### config.mk
export PLATFORM = sky130hd
export DESIGN_NAME = clkdiv_ratio_ctrl
export DESIGN_NICKNAME = d
export VERILOG_FILES = /design/src/rtl/clkdiv_ratio_ctrl.sv
export SDC_FILE = /design/constraint.sdc
export NUM_CORES = 1
export LEC_CHECK = 0
export CAP_MARGIN = 15
export CORE_MARGIN = 10
export CORE_UTILIZATION = 51
export CTS_BUF_LIST = sky130_fd_sc_hd__clkbuf_4 sky130_fd_sc_hd__clkbuf_8
export CTS_CLUSTER_DIAMETER = 150
export CTS_CLUSTER_SIZE = 25
export DETAILED_ROUTE_END_ITERATION = 8
export PLACE_DENSITY = 0.81
export SLEW_MARGIN = 40
export SYNTH_ARGS = -nofsm -noshare
export SYNTH_HDL_FRONTEND = slang
export SYNTH_SLANG_ARGS = --single-unit
### constraint.sdc
create_clock -name i_ref_clk -period 2.8 [get_ports i_ref_clk]
set_input_delay 0.56 -clock i_ref_clk [delete_from_list [all_inputs] [get_ports i_ref_clk]]
set_output_delay 0.56 -clock i_ref_clk [all_outputs]
set_load 0.02 [all_outputs]
### src/rtl/clkdiv_ratio_ctrl.sv
// Ratio-change sequencer for one ClkDiv: arbitrates two requesters and runs
// gate -> reset -> reload -> settle -> enable so a new ratio never meets a stale counter.
module clkdiv_ratio_ctrl #(
  parameter int RATIO_WD   = 8,
  parameter int INIT_RATIO = 8,
  parameter int GATE_CYC   = 2,
  parameter int SETTLE_CYC = 2
) (
  input  logic                i_ref_clk,
  input  logic                i_rst,
  input  logic                i_en,
  input  logic                i_req0,
  input  logic [RATIO_WD-1:0] i_ratio0,
  output logic                o_ack0,
  input  logic                i_req1,
  input  logic [RATIO_WD-1:0] i_ratio1,
  output logic                o_ack1,
  output logic                o_err,
  output logic [RATIO_WD-1:0] o_div_ratio,
  output logic                o_div_clk_en,
  output logic                o_div_rst_n,
  output logic                o_busy
);

  // state  | meaning
  // IDLE   | divider running, arbitrate requests
  // GATE   | divider clock enable held low
  // RST    | divider reset asserted, new ratio loaded
  // SETTLE | reset released, enable still low
  // DONE   | ack/err to granted requester, enable restored
  localparam int MAX_CYC = (GATE_CYC > SETTLE_CYC) ? GATE_CYC : SETTLE_CYC;
  localparam int CNT_WD  = $clog2(MAX_CYC + 1);

  typedef enum logic [2:0] {
    ST_IDLE,
    ST_GATE,
    ST_RST,
    ST_SETTLE,
    ST_DONE
  } state_t;

  state_t              state;
  state_t              state_nxt;
  logic [CNT_WD-1:0]   cnt;
  logic                rr_ptr;
  logic                gnt;
  logic                gnt_vld;
  logic                err;
  logic [RATIO_WD-1:0] new_ratio;
  logic                req_any;
  logic                pick;
  logic [RATIO_WD-1:0] pick_ratio;

  always_ff @(posedge i_ref_clk or negedge i_rst) begin
    if (!i_rst) state <= ST_RST;
    else        state <= state_nxt;
  end

  always_comb begin
    req_any = i_req0 | i_req1;
    pick    = 1'b0;
    if (i_req0 && i_req1) pick = rr_ptr;
    else if (i_req1)      pick = 1'b1;
    pick_ratio = pick ? i_ratio1 : i_ratio0;
  end

  // The divider reset register lags the state by one cycle, so SETTLE spends one
  // extra cycle to give SETTLE_CYC full cycles after the reset is released.
  always_comb begin
    state_nxt = state;
    case (state)
      ST_IDLE: begin
        if (req_any) begin
          if (pick_ratio == '0 || pick_ratio == o_div_ratio) state_nxt = ST_DONE;
          else                                               state_nxt = ST_GATE;
        end
      end
      ST_GATE:   if (cnt == CNT_WD'(GATE_CYC - 1)) state_nxt = ST_RST;
      ST_RST:    state_nxt = ST_SETTLE;
      ST_SETTLE: if (cnt == CNT_WD'(SETTLE_CYC)) state_nxt = ST_DONE;
      ST_DONE:   state_nxt = ST_IDLE;
      default:   state_nxt = ST_RST;
    endcase
  end

  always_comb begin
    o_busy = (state != ST_IDLE);
    o_ack0 = (state == ST_DONE) && gnt_vld && !gnt;
    o_ack1 = (state == ST_DONE) && gnt_vld && gnt;
    o_err  = (state == ST_DONE) && gnt_vld && err;
  end

  always_ff @(posedge i_ref_clk or negedge i_rst) begin
    if (!i_rst) begin
      cnt <= '0;
    end else if (state_nxt != state) begin
      cnt <= '0;
    end else if (state == ST_GATE || state == ST_SETTLE) begin
      cnt <= cnt + 1'b1;
    end
  end

  always_ff @(posedge i_ref_clk or negedge i_rst) begin
    if (!i_rst) begin
      rr_ptr    <= 1'b0;
      gnt       <= 1'b0;
      gnt_vld   <= 1'b0;
      err       <= 1'b0;
      new_ratio <= RATIO_WD'(INIT_RATIO);
    end else if (state == ST_IDLE && req_any) begin
      gnt     <= pick;
      gnt_vld <= 1'b1;
      err     <= (pick_ratio == '0);
      if (state_nxt == ST_GATE) new_ratio <= pick_ratio;
      if (i_req0 && i_req1) rr_ptr <= ~pick;
    end else if (state == ST_DONE) begin
      gnt_vld <= 1'b0;
    end
  end

  always_ff @(posedge i_ref_clk or negedge i_rst) begin
    if (!i_rst) begin
      o_div_ratio  <= RATIO_WD'(INIT_RATIO);
      o_div_clk_en <= 1'b0;
      o_div_rst_n  <= 1'b0;
    end else begin
      o_div_rst_n  <= (state != ST_RST);
      o_div_clk_en <= (state == ST_IDLE || state == ST_DONE) ? i_en : 1'b0;
      if (state == ST_RST) o_div_ratio <= new_ratio;
    end
  end

endmodule

# After elaboration in Yosys (flattened, before gate mapping)
# Index checks and enable logic that the tools add are counted.
# op_classes
add_sub_neg	1
eq_ne	10
n_mux	13
bitwise	2
n_reduce_logical	17
# op_table
operator	n
$pmux W3 S5	1
$mux W3	4
$eq A8 B8 Y1	1
$logic_not A8 Y1	1
$mux W8	1
$eq A3 B1 Y1 const B	2
$eq A3 B2 Y1 const B	2
$logic_and A1 B1 Y1	6
$mux W1	5
$mux W2	2
$reduce_and A2 Y1	2
$reduce_bool A2 Y1	2
$eq A3 B3 Y1 const B	1
$logic_not A3 Y1	1
$logic_or A1 B1 Y1	3
$ne A3 B2 Y1 const B	1
$ne A3 B3 Y1	1
$reduce_bool A3 Y1	1
$add A2 B1 Y2 const B	1
$eq A2 B1 Y1 const B	1
$eq A2 B2 Y1 const B	1
$logic_not A1 Y1	1
$not A1 Y1	1
$or A1 B1 Y1	1
# word_totals
ff_bits	27
input_bits	21
output_inout_bits	14
wordCells	53

# Logic depth before layout (Yosys ltp)
# Gate-level depths: netlist (run 1).
# depth
ltp_word	10
ltp_mapped	7
depth_no_buf	7

# Worst setup path after synthesis (run 1)
# No wires, ideal clock.
# synth_timing
kind	input-to-reg
startpoint	in i_req0
endpoint	reg new_ratio[2]
setup_ns	0.125
t_arrival_ns	2.126
required_time_ns	2.675
path_slack_ns	0.549
path_stages	7
path_buffers	1
cell_sequence	nand2b_1 buf_6 and3_4 or3_1 a221oi_2 a311oi_4 mux2_2
# synth_between
elab_chain_len	10
word_cells_on_any_way	13
classes_between	eq/ne: 2; mux: 5; bitwise: 1; reduce/logical: 5
# synth_lines
element	line	source
start: declaration	12	input logic i_req0,
$logic_and A1 B1 Y1	62	if (i_req0 && i_req1) pick = rr_ptr;
$mux W1	62	
$mux W8	64	pick_ratio = pick ? i_ratio1 : i_ratio0;
$eq A8 B8 Y1 / $logic_not A8 Y1 (equally long branches)	74	if (pick_ratio == '0 || pick_ratio == o_div_ratio) state_nxt = ST_DONE;
$logic_or A1 B1 Y1	74	
$mux W3	74	
$mux W3	73	if (req_any) begin
$pmux W3 S5	71	case (state)
$eq A3 B1 Y1	114	if (state_nxt == ST_GATE) new_ratio <= pick_ratio;
$reduce_and A2 Y1 (no line)	n/a	
end signal: assignment	109	new_ratio <= RATIO_WD'(INIT_RATIO);
end signal: assignment	114	
end: declaration	49	logic [RATIO_WD-1:0] new_ratio;
# Several ways; a longest one is shown, not always the timed one.
# A chain may end at the register's enable or synchronous reset.

# Worst setup path after layout (run 1)
# layout_timing
startpoint	in i_req0
endpoint	reg new_ratio[6]
# Same word-level chain as after synthesis.

==> flow_metrics.tcl, run 1 <==
set metrics [dict create \
    drc 0 \
    swShare_pct 40.40 \
    pwr-share-seq_pct 39.6 \
    synth_compound_area_share_pct 17.32 \
    fin_tns_setup_ps 0 \
    finalMaxSlewViolations 0 \
    p_total_w 0.001865 \
    relSlewSlack_pct 66.44 \
    startpoint_type "input port" \
    grt_pass1_vias 1396 \
    cp_data_arrival_time_ps 2800 \
    regToRegSetupSlack_ps 450 \
    max-cap-violations 0 \
    total_leakage_power_nw 0.8212 \
    clk_latency_ps 340 \
    status "complete, no violations" \
    r2r-start "rr_ptr" \
    place_ws_ps -113.3 \
    die_h_um 74.15 \
    hold_class "reg -> reg" \
    synth-seq-cells 27 \
    hold_viol 0 \
    synth-seq-area-share_pct 45.44 \
    clk_pin_slew_ps 150 \
    diodes 0 \
    finClkSkew_ps 2.459 \
    cts_sinks 27 \
    finalHoldWorstSlack_ps 484.5 \
    synth_edf_count 0 \
    drtIter0Drc 99 \
    avgSynthCellArea_um2 10.38 \
    highest_layer "met4" \
    core-area_mm2 0.002781 \
    synth-simple-area-share_pct 13.64 \
    drt-pass1-iter-count 4 \
    dieArea_mm2 0.005497 \
    synthMuxAreaShare_pct 13.22 \
    holdPathEnd "rr_ptr" \
    grt_max_degree 28 \
    fin_crit_sh_pct 91.20 \
    layout_commonest_cell "clkdlybuf4s50_1" \
    antenna_found_initial 0 \
    p_sw_w 0.0007536 \
    clockPowerShare_pct 9.4 \
    synth_cell_type_count 41 \
    power_density_mw_per_mm2 952.5 \
    route.met3.wl_um 290 \
    finalNetCount 213 \
    slowest_delay_ps 490 \
    synth_ff_type "dfrtp_1" \
    cts-buffers-inserted 3 \
    setup-violations-final 0 \
    die_w_um 74.15 \
    start_util_pct 53.76 \
    gp_congestion 1.051 \
    wl_per_cell_um 18.03 \
    ant_nets 0 \
    cp_slowest_cell "clkdlybuf4s50_1" \
    viasPerCell 5.845 \
    row_count 19 \
    post_cts_resized 0 \
    synthesis.area_mm2 0.001495 \
    intPower_w 0.001112 \
    cts_max_path_buffers 2 \
    htreeDepth 1 \
    hold_depth 1 \
    synthAdderAreaFrac_pct 1.674 \
    cts_tree "done" \
    worstRegToRegCells 7 \
    yosys.area_share.xor_xnor_pct 2.929 \
    criticalPathCategory "in -> reg" \
    crit_start "i_req0" \
    root_buffer "clkbuf_4" \
    met1Wirelength_um 1617 \
    ctsHoldBuffers 0 \
    ios 35 \
    fmax_mhz 391.6 \
    synth_top_family_by_area "compound AO/OA/AOI/OAI gates" \
    syn_nets 167 \
    vdd_drop_max_mv 0.7780 \
    drive_above_1_share_pct 22.22 \
    async_reset_ff_share_pct 100.0 \
    area_growth_pct 30.96 \
    crit_chain "clkdlybuf4s50_1 > nand2b_1 > buf_4 > a21bo_2 > a21oi_1 > a2111oi_4 > a311oi_4 > mux2_2" \
    synth_warnings 0 \
    final.setup.worst_slack_ps 246.3 \
    tightest_slew_ps 503.4 \
    grt-ovfl-total 0 \
    grt_first_pass_wirelength_um 6617 \
    routed_wl_um 3967 \
    syn_inst 144 \
    portBuffers 34 \
    finalCriticalPeriod_ps 2554 \
    crit_path_max_fanout 8 \
    post_cts.repair.setup_buffers 0 \
    vias 1286 \
    rsz0062_at_grt "no" \
    cp-end-kind "flip-flop" \
    p_comb_share_pct 51.1 \
    mostFrequentLayoutCells "clkdlybuf4s50_1 (34), dfrtp_1 (24), inv_1 (14), mux2_2 (14), nand2_1 (13)" \
    cp_data_required_time_ps 3040 \
    dr_wl_met2_um 1976 \
    track_usage_pct 15.39 \
    dp.final_hpwl_um 3186 \
    hold_start "rr_ptr" \
    r2r-end "new_ratio[6]" \
]
sequential cells by signal, summed over array words and instances, names as in the netlist:
name and flops:
cnt 2, gnt_vld 1, err 1, gnt 1
state 3, o_div_clk_en 1, new_ratio 8, rr_ptr 1
o_div_ratio 8, o_div_rst_n 1
kinds of logic after synthesis:
kind of cell	Yosys count
xor+xnor	5
mux	18
simple gates	42
flops	27
fa+ha+maj	2
compound gates	31
buf+inv	19
power groups by stage:
stage                     Clock, W  Combinational (W)  Sequential [W]
final                     0.000175           0.000953        0.000738
after global routing      0.000194            0.00105        0.000761
after CTS                 0.000175           0.000959        0.000737
after detailed placement         0           0.000955        0.000744
after global placement           0           0.000922        0.000730
after floorplan                  0           0.000550        0.000769
per-stage QoR:
stage                     instances  util (%)  cell area [um2]
after floorplan                 144         -             1495
after global placement          216     69.41             1931
after detailed placement        216     69.41             1931
after CTS                       220     70.40             1958
after global routing            220     70.40             1958
final                           220     70.40             1958
critical path, delay by kind of cell:
family          cells  cell delay, ps
compound gates      4            1020
simple gates        1             150
buf+inv             2             680
mux                 1             390
layout make-up:
class                           count  area [um2]
Clock buffer                        3       22.52
Clock inverter                      1       5.005
Fill cell                         212       823.3
Inverter                           14       52.55
Multi-Input combinational cell     98       729.5
Sequential cell                    27       679.4
Tap cell                           31       38.79
Timing Repair Buffer               46       430.4
worst max-delay path by stage:
stage / depth (start not counted) / end / slack (ps)
2_1_floorplan: 7 / new_ratio[2] / 550
3_3_place_gp: 8 / new_ratio[7] / -10
3_5_place_dp: 8 / new_ratio[6] / -110
4_1_cts: 8 / new_ratio[2] / 250
5_1_grt: 9 / new_ratio[1] / 40
6_report: 8 / new_ratio[6] / 250
metal layers:
| layer | vias up | global-route usage, % |
|---|---|---|
| li1 | 606 | - |
| met1 | 622 | 18.33 |
| met2 | 49 | 24.91 |
| met3 | 9 | 4.521 |
| met4 | 0 | 7.246 |
| met5 | - | 0 |
Yosys cell counts (2+ instances only):
master | count | share of area, %
nor2_1 | 10 | 2.5
a31oi_1 | 3 | 1.3
o22ai_1 | 2 | 0.84
dfrtp_1 | 24 | 40
nand2_1 | 13 | 3.3
xnor2_1 | 5 | 2.9
clkbuf_1 | 3 | 0.75
buf_6 | 2 | 1.5
o21ai_0 | 8 | 2.7
a22oi_1 | 2 | 1.0
nand3_1 | 5 | 1.7
a21oi_1 | 2 | 0.67
inv_1 | 14 | 3.5
ha_1 | 2 | 1.7
nor3_1 | 2 | 0.67
dfstp_2 | 3 | 5.3
mux2i_1 | 4 | 2.7
mux2_2 | 14 | 11
nor4_1 | 4 | 1.7
Note: power is estimated with default switching activity, not from simulation.
==> run 2, diff against run 1 <==
- TNS_END_PERCENT: default -> 50
==> results of run 2 <==
No change in the layout: final DEF, timing and power equal those of run 1.
